## src/rtl/bcd_clock_counter.sv

```systemverilog
// bcd_clock_counter: BCD hh:mm:ss time-of-day counter for the 7-segment clock.
// Counts on a 1 Hz enable, supports 24-hour or 12-hour (with pm flag) display,
// a run/pause gate, edge-detected minute/hour set buttons and a midnight pulse.
// A seconds tick that collides with a button edge is parked in `pend` and
// applied on the next edge-free cycle, so button presses never eat a second.
module bcd_clock_counter #(
  parameter int unsigned TWELVE_HOUR = 0
) (
  input  logic       clk,
  input  logic       res,
  input  logic       tick,
  input  logic       run,
  input  logic       inc_min,
  input  logic       inc_hr,
  output logic [3:0] DIG0,
  output logic [3:0] DIG1,
  output logic [3:0] DIG2,
  output logic [3:0] DIG3,
  output logic [3:0] DIG4,
  output logic [3:0] DIG5,
  output logic       pm,
  output logic       day_tick
);

  localparam bit         MODE12 = (TWELVE_HOUR != 0);
  // Hours reset to 12 in 12-hour mode (12 AM), 00 otherwise.
  localparam logic [3:0] RST_H1 = MODE12 ? 4'd1 : 4'd0;
  localparam logic [3:0] RST_H0 = MODE12 ? 4'd2 : 4'd0;

  logic inc_min_q;
  logic inc_hr_q;
  logic pend;

  logic min_edge;
  logic hr_edge;
  logic any_edge;
  logic tick_run;
  logic do_step;
  logic pend_nxt;

  logic [8:0] sec_inc;
  logic [8:0] min_inc;
  logic [8:0] hr_inc;
  logic       sec_carry;
  logic       min_carry;
  logic       min_adv;
  logic       hr_adv;
  logic       hr_flag;

  logic [3:0] s0_nxt, s1_nxt, m0_nxt, m1_nxt, h0_nxt, h1_nxt;
  logic       pm_nxt;
  logic       day_nxt;

  // Add one to a 00-59 BCD pair; returns {carry, tens, units}.
  function automatic logic [8:0] inc60(input logic [3:0] tens, input logic [3:0] units);
    if (units == 4'd9) begin
      if (tens == 4'd5) inc60 = {1'b1, 4'd0, 4'd0};
      else              inc60 = {1'b0, tens + 4'd1, 4'd0};
    end else begin
      inc60 = {1'b0, tens, units + 4'd1};
    end
  endfunction

  // Advance the hour pair; returns {flag, tens, units}. The flag marks the
  // 23->00 wrap in 24-hour mode and the 11->12 pm toggle in 12-hour mode.
  function automatic logic [8:0] next_hour(input logic [3:0] tens, input logic [3:0] units);
    if (MODE12) begin
      if (tens == 4'd1 && units == 4'd2)      next_hour = {1'b0, 4'd0, 4'd1};
      else if (tens == 4'd1 && units == 4'd1) next_hour = {1'b1, 4'd1, 4'd2};
      else if (units == 4'd9)                 next_hour = {1'b0, 4'd1, 4'd0};
      else                                    next_hour = {1'b0, tens, units + 4'd1};
    end else begin
      if (tens == 4'd2 && units == 4'd3)      next_hour = {1'b1, 4'd0, 4'd0};
      else if (units == 4'd9)                 next_hour = {1'b0, tens + 4'd1, 4'd0};
      else                                    next_hour = {1'b0, tens, units + 4'd1};
    end
  endfunction

  // Edge detection, tick/pend arbitration and next-time computation.
  always_comb begin
    min_edge = inc_min & ~inc_min_q;
    hr_edge  = inc_hr & ~inc_hr_q;
    any_edge = min_edge | hr_edge;
    tick_run = tick & run;
    // A count step only happens on a cycle without button edges; a parked
    // tick and a fresh tick on the same cycle merge into one step.
    do_step  = ~any_edge & (tick_run | pend);
    pend_nxt = any_edge ? (pend | tick_run) : 1'b0;

    sec_inc   = inc60(DIG1, DIG0);
    min_inc   = inc60(DIG3, DIG2);
    hr_inc    = next_hour(DIG5, DIG4);
    sec_carry = sec_inc[8];
    min_carry = min_inc[8];
    hr_flag   = hr_inc[8];

    // Button minute increments never carry into hours.
    min_adv = (do_step & sec_carry) | min_edge;
    hr_adv  = (do_step & sec_carry & min_carry) | hr_edge;

    s1_nxt = DIG1;
    s0_nxt = DIG0;
    m1_nxt = DIG3;
    m0_nxt = DIG2;
    h1_nxt = DIG5;
    h0_nxt = DIG4;
    pm_nxt = pm;

    if (do_step) begin
      s1_nxt = sec_inc[7:4];
      s0_nxt = sec_inc[3:0];
    end
    if (min_adv) begin
      m1_nxt = min_inc[7:4];
      m0_nxt = min_inc[3:0];
    end
    if (hr_adv) begin
      h1_nxt = hr_inc[7:4];
      h0_nxt = hr_inc[3:0];
      if (hr_flag) pm_nxt = ~pm;
    end
    if (!MODE12) pm_nxt = 1'b0;

    // Midnight comes only from the counting carry chain, never from inc_hr.
    if (MODE12) day_nxt = do_step & sec_carry & min_carry & hr_flag & pm;
    else        day_nxt = do_step & sec_carry & min_carry & hr_flag;
  end

  // Register the time, flags, edge-detect history and parked tick.
  always_ff @(posedge clk) begin
    if (!res) begin
      DIG0      <= 4'd0;
      DIG1      <= 4'd0;
      DIG2      <= 4'd0;
      DIG3      <= 4'd0;
      DIG4      <= RST_H0;
      DIG5      <= RST_H1;
      pm        <= 1'b0;
      day_tick  <= 1'b0;
      inc_min_q <= 1'b0;
      inc_hr_q  <= 1'b0;
      pend      <= 1'b0;
    end else begin
      DIG0      <= s0_nxt;
      DIG1      <= s1_nxt;
      DIG2      <= m0_nxt;
      DIG3      <= m1_nxt;
      DIG4      <= h0_nxt;
      DIG5      <= h1_nxt;
      pm        <= pm_nxt;
      day_tick  <= day_nxt;
      inc_min_q <= inc_min;
      inc_hr_q  <= inc_hr;
      pend      <= pend_nxt;
    end
  end

endmodule

```

## config.mk

```make
export PLATFORM = sky130hd
export DESIGN_NAME = bcd_clock_counter
export DESIGN_NICKNAME = d
export VERILOG_FILES = /design/src/rtl/bcd_clock_counter.sv
export SDC_FILE = /design/constraint.sdc
export NUM_CORES = 1
export LEC_CHECK = 0
export BUFFER_PORTS_ARGS = -buffer_cell sky130_fd_sc_hd__buf_2
export CORE_MARGIN = 4
export CORE_UTILIZATION = 53
export CTS_CLUSTER_DIAMETER = 40
export DETAILED_ROUTE_END_ITERATION = 7
export HOLD_SLACK_MARGIN = 0.02
export PLACE_DENSITY = 0.77
export SLEW_MARGIN = 20
export SYNTH_ARGS = -nofsm -noshare
export SYNTH_HDL_FRONTEND = slang
export SYNTH_SLANG_ARGS = --single-unit
```

## constraint.sdc

```tcl
create_clock -name clk -period 2.53 [get_ports clk]
set_input_delay 0.506 -clock clk [delete_from_list [all_inputs] [get_ports clk]]
set_output_delay 0.506 -clock clk [all_outputs]
set_load 0.05 [all_outputs]
```

After elaboration in Yosys (flattened, before gate mapping):

Cells that the tools add are included.

* register bits: 28
* input port bits: 6
* output and inout bits: 26
* word-level logic and storage cells: 49

* $add $sub $neg: 6
* equal/unequal tests: 7
* muxes and demuxes: 6
* bitwise logic cells: 14
* reductions and logical operators: 6

Operators by type and width (number)
* 2-to-1 mux 9 bit: 5
* adder 4 x 1 -> 4 bit, second input constant: 6
* == test 4 bit, second input constant: 3
* == test 4 x 2 -> 1 bit, second input constant: 2
* == test 4 x 3 -> 1 bit, second input constant: 2
* 2-to-1 mux 8 bit: 1
* AND reduction 2 bit: 4
* bitwise AND 1 bit: 7
* OR 1 bit: 4
* inverter 1 bit: 3
* nonzero test 2 bit: 1
* logical AND 1 bit: 1

Longest topological paths before layout:

* word-level depth: 9
* mapped depth: 7
* gate-level depth less buffers: 7

Worst setup path after synthesis:

No wires, ideal clock.

* path type: register to register
* start: reg DIG0[3]
* end: reg DIG3[1]
* setup time: 0.072 ns
* data arrival time: 2.178 ns
* required time: 2.458 ns
* path slack: 0.281 ns
* cell stages (with the launch flop): 7
* path buffers: 1
* clock period less this slack: 2.249 ns
* cell sequence: dfxtp_1 > nand4bb_4 > or3_4 > o21a_1 > buf_6 > or4_1 > a21oi_1

* longest elaborated chain between the ends: 5

Ends and longest elaborated chain
* start, declared: RTL line 15 `output logic [3:0] DIG0,`
* start signal, assigned: RTL line 144 `DIG0 <= s0_nxt;`
* == test 4 bit: RTL line 56 `if (units == 4'd9) begin`
* 2-to-1 mux 9 bit: RTL line 56
* bitwise AND 1 bit: RTL line 98 `min_adv = (do_step & sec_carry) | min_edge;`
* OR 1 bit: RTL line 98
* AND reduction 2 bit (no line)
* end signal, assigned: RTL line 147 `DIG3 <= m1_nxt;`
* end, declared: RTL line 18 `output logic [3:0] DIG3,`

No other way between the ends.
A chain may end at the register's enable or synchronous reset.

Worst setup path after layout:

* start: reg DIG0[1]
* end: reg DIG5[2]

* longest elaborated chain between the ends: 6

Ends and longest elaborated chain
* == test 4 bit: RTL line 56
* 2-to-1 mux 9 bit: RTL line 56
* bitwise AND 1 bit (2 in a row): RTL line 99 `hr_adv = (do_step & sec_carry & min_carry) | hr_edge;`
* OR 1 bit: RTL line 99
* AND reduction 2 bit (no line)
* end signal, assigned: RTL line 149 `DIG5 <= h1_nxt;`
* end, declared: RTL line 20 `output logic [3:0] DIG5,`

No other way between the ends.

==> metrics.md <==
| Metric | Value |
|---|---|
| Status | finished clean |
| Pin count of the biggest net entering global routing | 21 |
| Vias per Instance | 5.717 |
| # hold bufs at CTS | 0 |
| Cell Pwr Density | 469.8 mW/mm^2 |
| Vias in the first global route | 1,209 |
| Synth Instances | 167 |
| Gr usage total | 19.54% |
| Peak VDD IR | 0.0003486 V |
| CTS sink cnt | 28 |
| Row count | 18 |
| Crit path kind | register to register |
| Clock buffer depth | 2 |
| Leakage | 0.0006889 uW |
| Fmax | 0.4524 GHz |
| RePlAce Congestion | 0.8210 |
| Clock Latency Late Sink | 0.33 ns |
| Area delta synth->final | 14.14% |
| Netlist cell types | 44 |
| Arrival time worst endpoint | 2.48 ns |
| CTS tree | done |
| Clk pwr share | 28.5% |
| Max Fanout on Critical Path | 12 |
| First-pass detailed-route iteration total | 4 |
| Die Span Y | 60.17 um |
| Crit. End Element | register |
| Initial Utilization | 56.69% |
| Tmin final | 2.210 ns |
| Setup TNS | 0 ns |
| N_diodes | 0 |
| Reg power frac | 59.8% |
| Clock Pin Slew Worst Setup and Hold Paths | 0.15 ns |
| Post-synth ARST share | 0% |
| EDFF count, synth | 0 |
| Port Buffers | 30 |
| CORE AREA | 0.002545 sq mm |
| Slowest library cell on the worst path | or4_1 |
| NumNets Final | 207 |
| Ports | 32 |
| DPL Wire Length | 2302 um |
| Starting DRT DRC Count | 79 |
| Hold WC Path Type | input port to register |
| Sw Pwr | 209.1 uW |
| Die width | 60.17 um |
| Critical path's largest stage delay | 0.54 ns |
| Primary FF master, synth | dfxtp_1 |
| Hold Fails Final Rpt | 0 |
| CP required | 2.80 ns |
| Post-synthesis area per instance | 8.639 sq um |
| Layout cells sized above 1 | 22.96% |
| Crit-path cells | nand4bb_4, or3_4, o31a_1, or4_1, a21oi_1 |
| Post-CTS Setup Repair Bufs | 0 |
| First-pass GRT wire length | 5382 um |
| Least-Margin Pin Slew | 0.6641 ns |
| Vias | 1,292 |
| Startpoint Class | register |
| Power, Total | 773.6 uW |
| Comb pwr share | 11.7% |
| Final Skew | 0.01052 ns |
| Internal power | 564.5 uW |
| Netlist Area Pre-Place | 0.001443 sq mm |
| Detailed Route WL | 3112 um |
| H-Tree Depth | 1 |
| Antenna violations before repair | 0 |
| Rel. slew slack | 55.68% |
| Mapped Nets | 177 |
| Routed Antenna Nets | 0 |
| YS warnings | 0 |
| Switch share | 27.03% |
| Wire per inst | 13.77 um |
| Final setup viols | 0 |
| Die area | 0.003620 sq mm |
| CTS buffer count | 3 |
| Synthesis-stage register bit count | 28 |
| Register area share after synthesis | 38.86% |
| Root Buffer | clkbuf_4 |
| # Max-Cap Violations | 0 |
| Tcrit/Tclk final | 87.37% |
| Post_cts resized | 0 |
| RSZ-0062 raised after global routing | no |
| Max-slew violation count | 0 |
| GRT overflow | 0 |
| Drc violations | 0 |
==> worst max-delay path: cells and delay by family, from the launching register on <==
family | cells | cell delay [ns]
compound gates | 2 | 0.56
flops | 1 | 0.40
simple gates | 3 | 1.19
==> cells in the mapped netlist (3+ instances only) <==
cell type | number | area, sq um
nand2_1 | 11 | 41.29
ha_1 | 4 | 50.05
a21oi_1 | 11 | 55.05
nand3_1 | 9 | 45.04
nor2_1 | 12 | 45.04
nor4_1 | 3 | 18.77
clkbuf_1 | 5 | 18.77
nor2b_1 | 8 | 50.05
or4_1 | 6 | 45.04
nand2b_1 | 7 | 43.79
xnor2_1 | 5 | 43.79
o21ai_0 | 9 | 45.04
dfxtp_1 | 28 | 560.5
inv_1 | 9 | 33.78
nor3b_1 | 3 | 22.52
==> registers in the layout, summed over array words and instances, names as in the netlist <==
register,flops
DIG0,4
DIG1,4
DIG2,4
DIG3,4
DIG4,4
DIG5,4
day_tick,1
inc_hr_q,1
inc_min_q,1
pend,1
==> placed cells by master, fill, tap and decap left out, drive strengths merged, types with 4 or more instances in the layout <==
cell type  instances
nor2              12
buf               33
a21oi             11
inv                9
nand2             11
nand3              9
dfxtp             28
nand2b             7
xnor2              5
ha                 4
or4                6
nor2b              8
clkbuf             4
o21ai              9
==> final timing paths <==
kind         startpoint        end  slack [ns]  cells past startpoint
max             DIG0[1]    DIG5[2]        0.32                      5
min             inc_min  inc_min_q        0.39                      2
max reg2reg     DIG0[1]    DIG5[2]        0.32                      5
min reg2reg     DIG3[2]    DIG3[2]        0.52                      2
==> metal layers <==
| layer | GRT usage, % | routed length [um] | up-vias |
|---|---|---|---|
| met5 | 0 | 0 | - |
| met4 | 6.646 | 40 | 0 |
| met3 | 3.456 | 158 | 5 |
| met2 | 32.72 | 1502 | 26 |
| met1 | 25.03 | 1411 | 606 |
| li1 | - | - | 655 |
==> stage by stage <==
step | setup WS (ns) | cell area (sq um) | hold slack (ns) | cells | utilization [%]
detailed placement | 0.3540 | 1610 | 0.5036 | 222 | 63.27
global placement | 0.4157 | 1610 | 0.4910 | 222 | 63.27
CTS | 0.3236 | 1647 | 0.3856 | 226 | 64.70
global route | 0.1761 | 1647 | 0.3813 | 226 | 64.70
finish | 0.3197 | 1647 | 0.3867 | 226 | 64.70
floorplan | 0.2806 | 1443 | 0.5594 | 167 | -
==> power by group through the flow <==
stage          Combinational [uW]  Clock, uW  Sequential [uW]
2_1_floorplan                49.1          0              494
3_3_place_gp                 87.3          0              471
3_5_place_dp                 90.5          0              472
4_1_cts                      91.0        225              463
5_1_grt                      99.8        250              465
6_report                     90.7        221              462
==> layout make-up <==
cell class                      count  area, sq um
Clock buffer                        4        36.28
Fill cell                         234        898.4
Inverter                            9        33.78
Multi-Input combinational cell    122        805.8
Sequential cell                    28        560.5
Tap cell                           30        37.54
Timing Repair Buffer               33        172.7
==> logic make-up after synthesis <==
group                      Yosys count  synth area share [%]
muxes                                2                 1.388
and+or+nand+nor                     73                 29.84
other                                1                0.2599
AOI/OAI and AO/OA                   37                 17.87
adders and majority gates            4                 3.469
xor gates and xnor gates             5                 3.035
buffers and inverters               17                 5.290
DFF                                 28                 38.86
No activity file was read; power rests on OpenSTA's default activity.
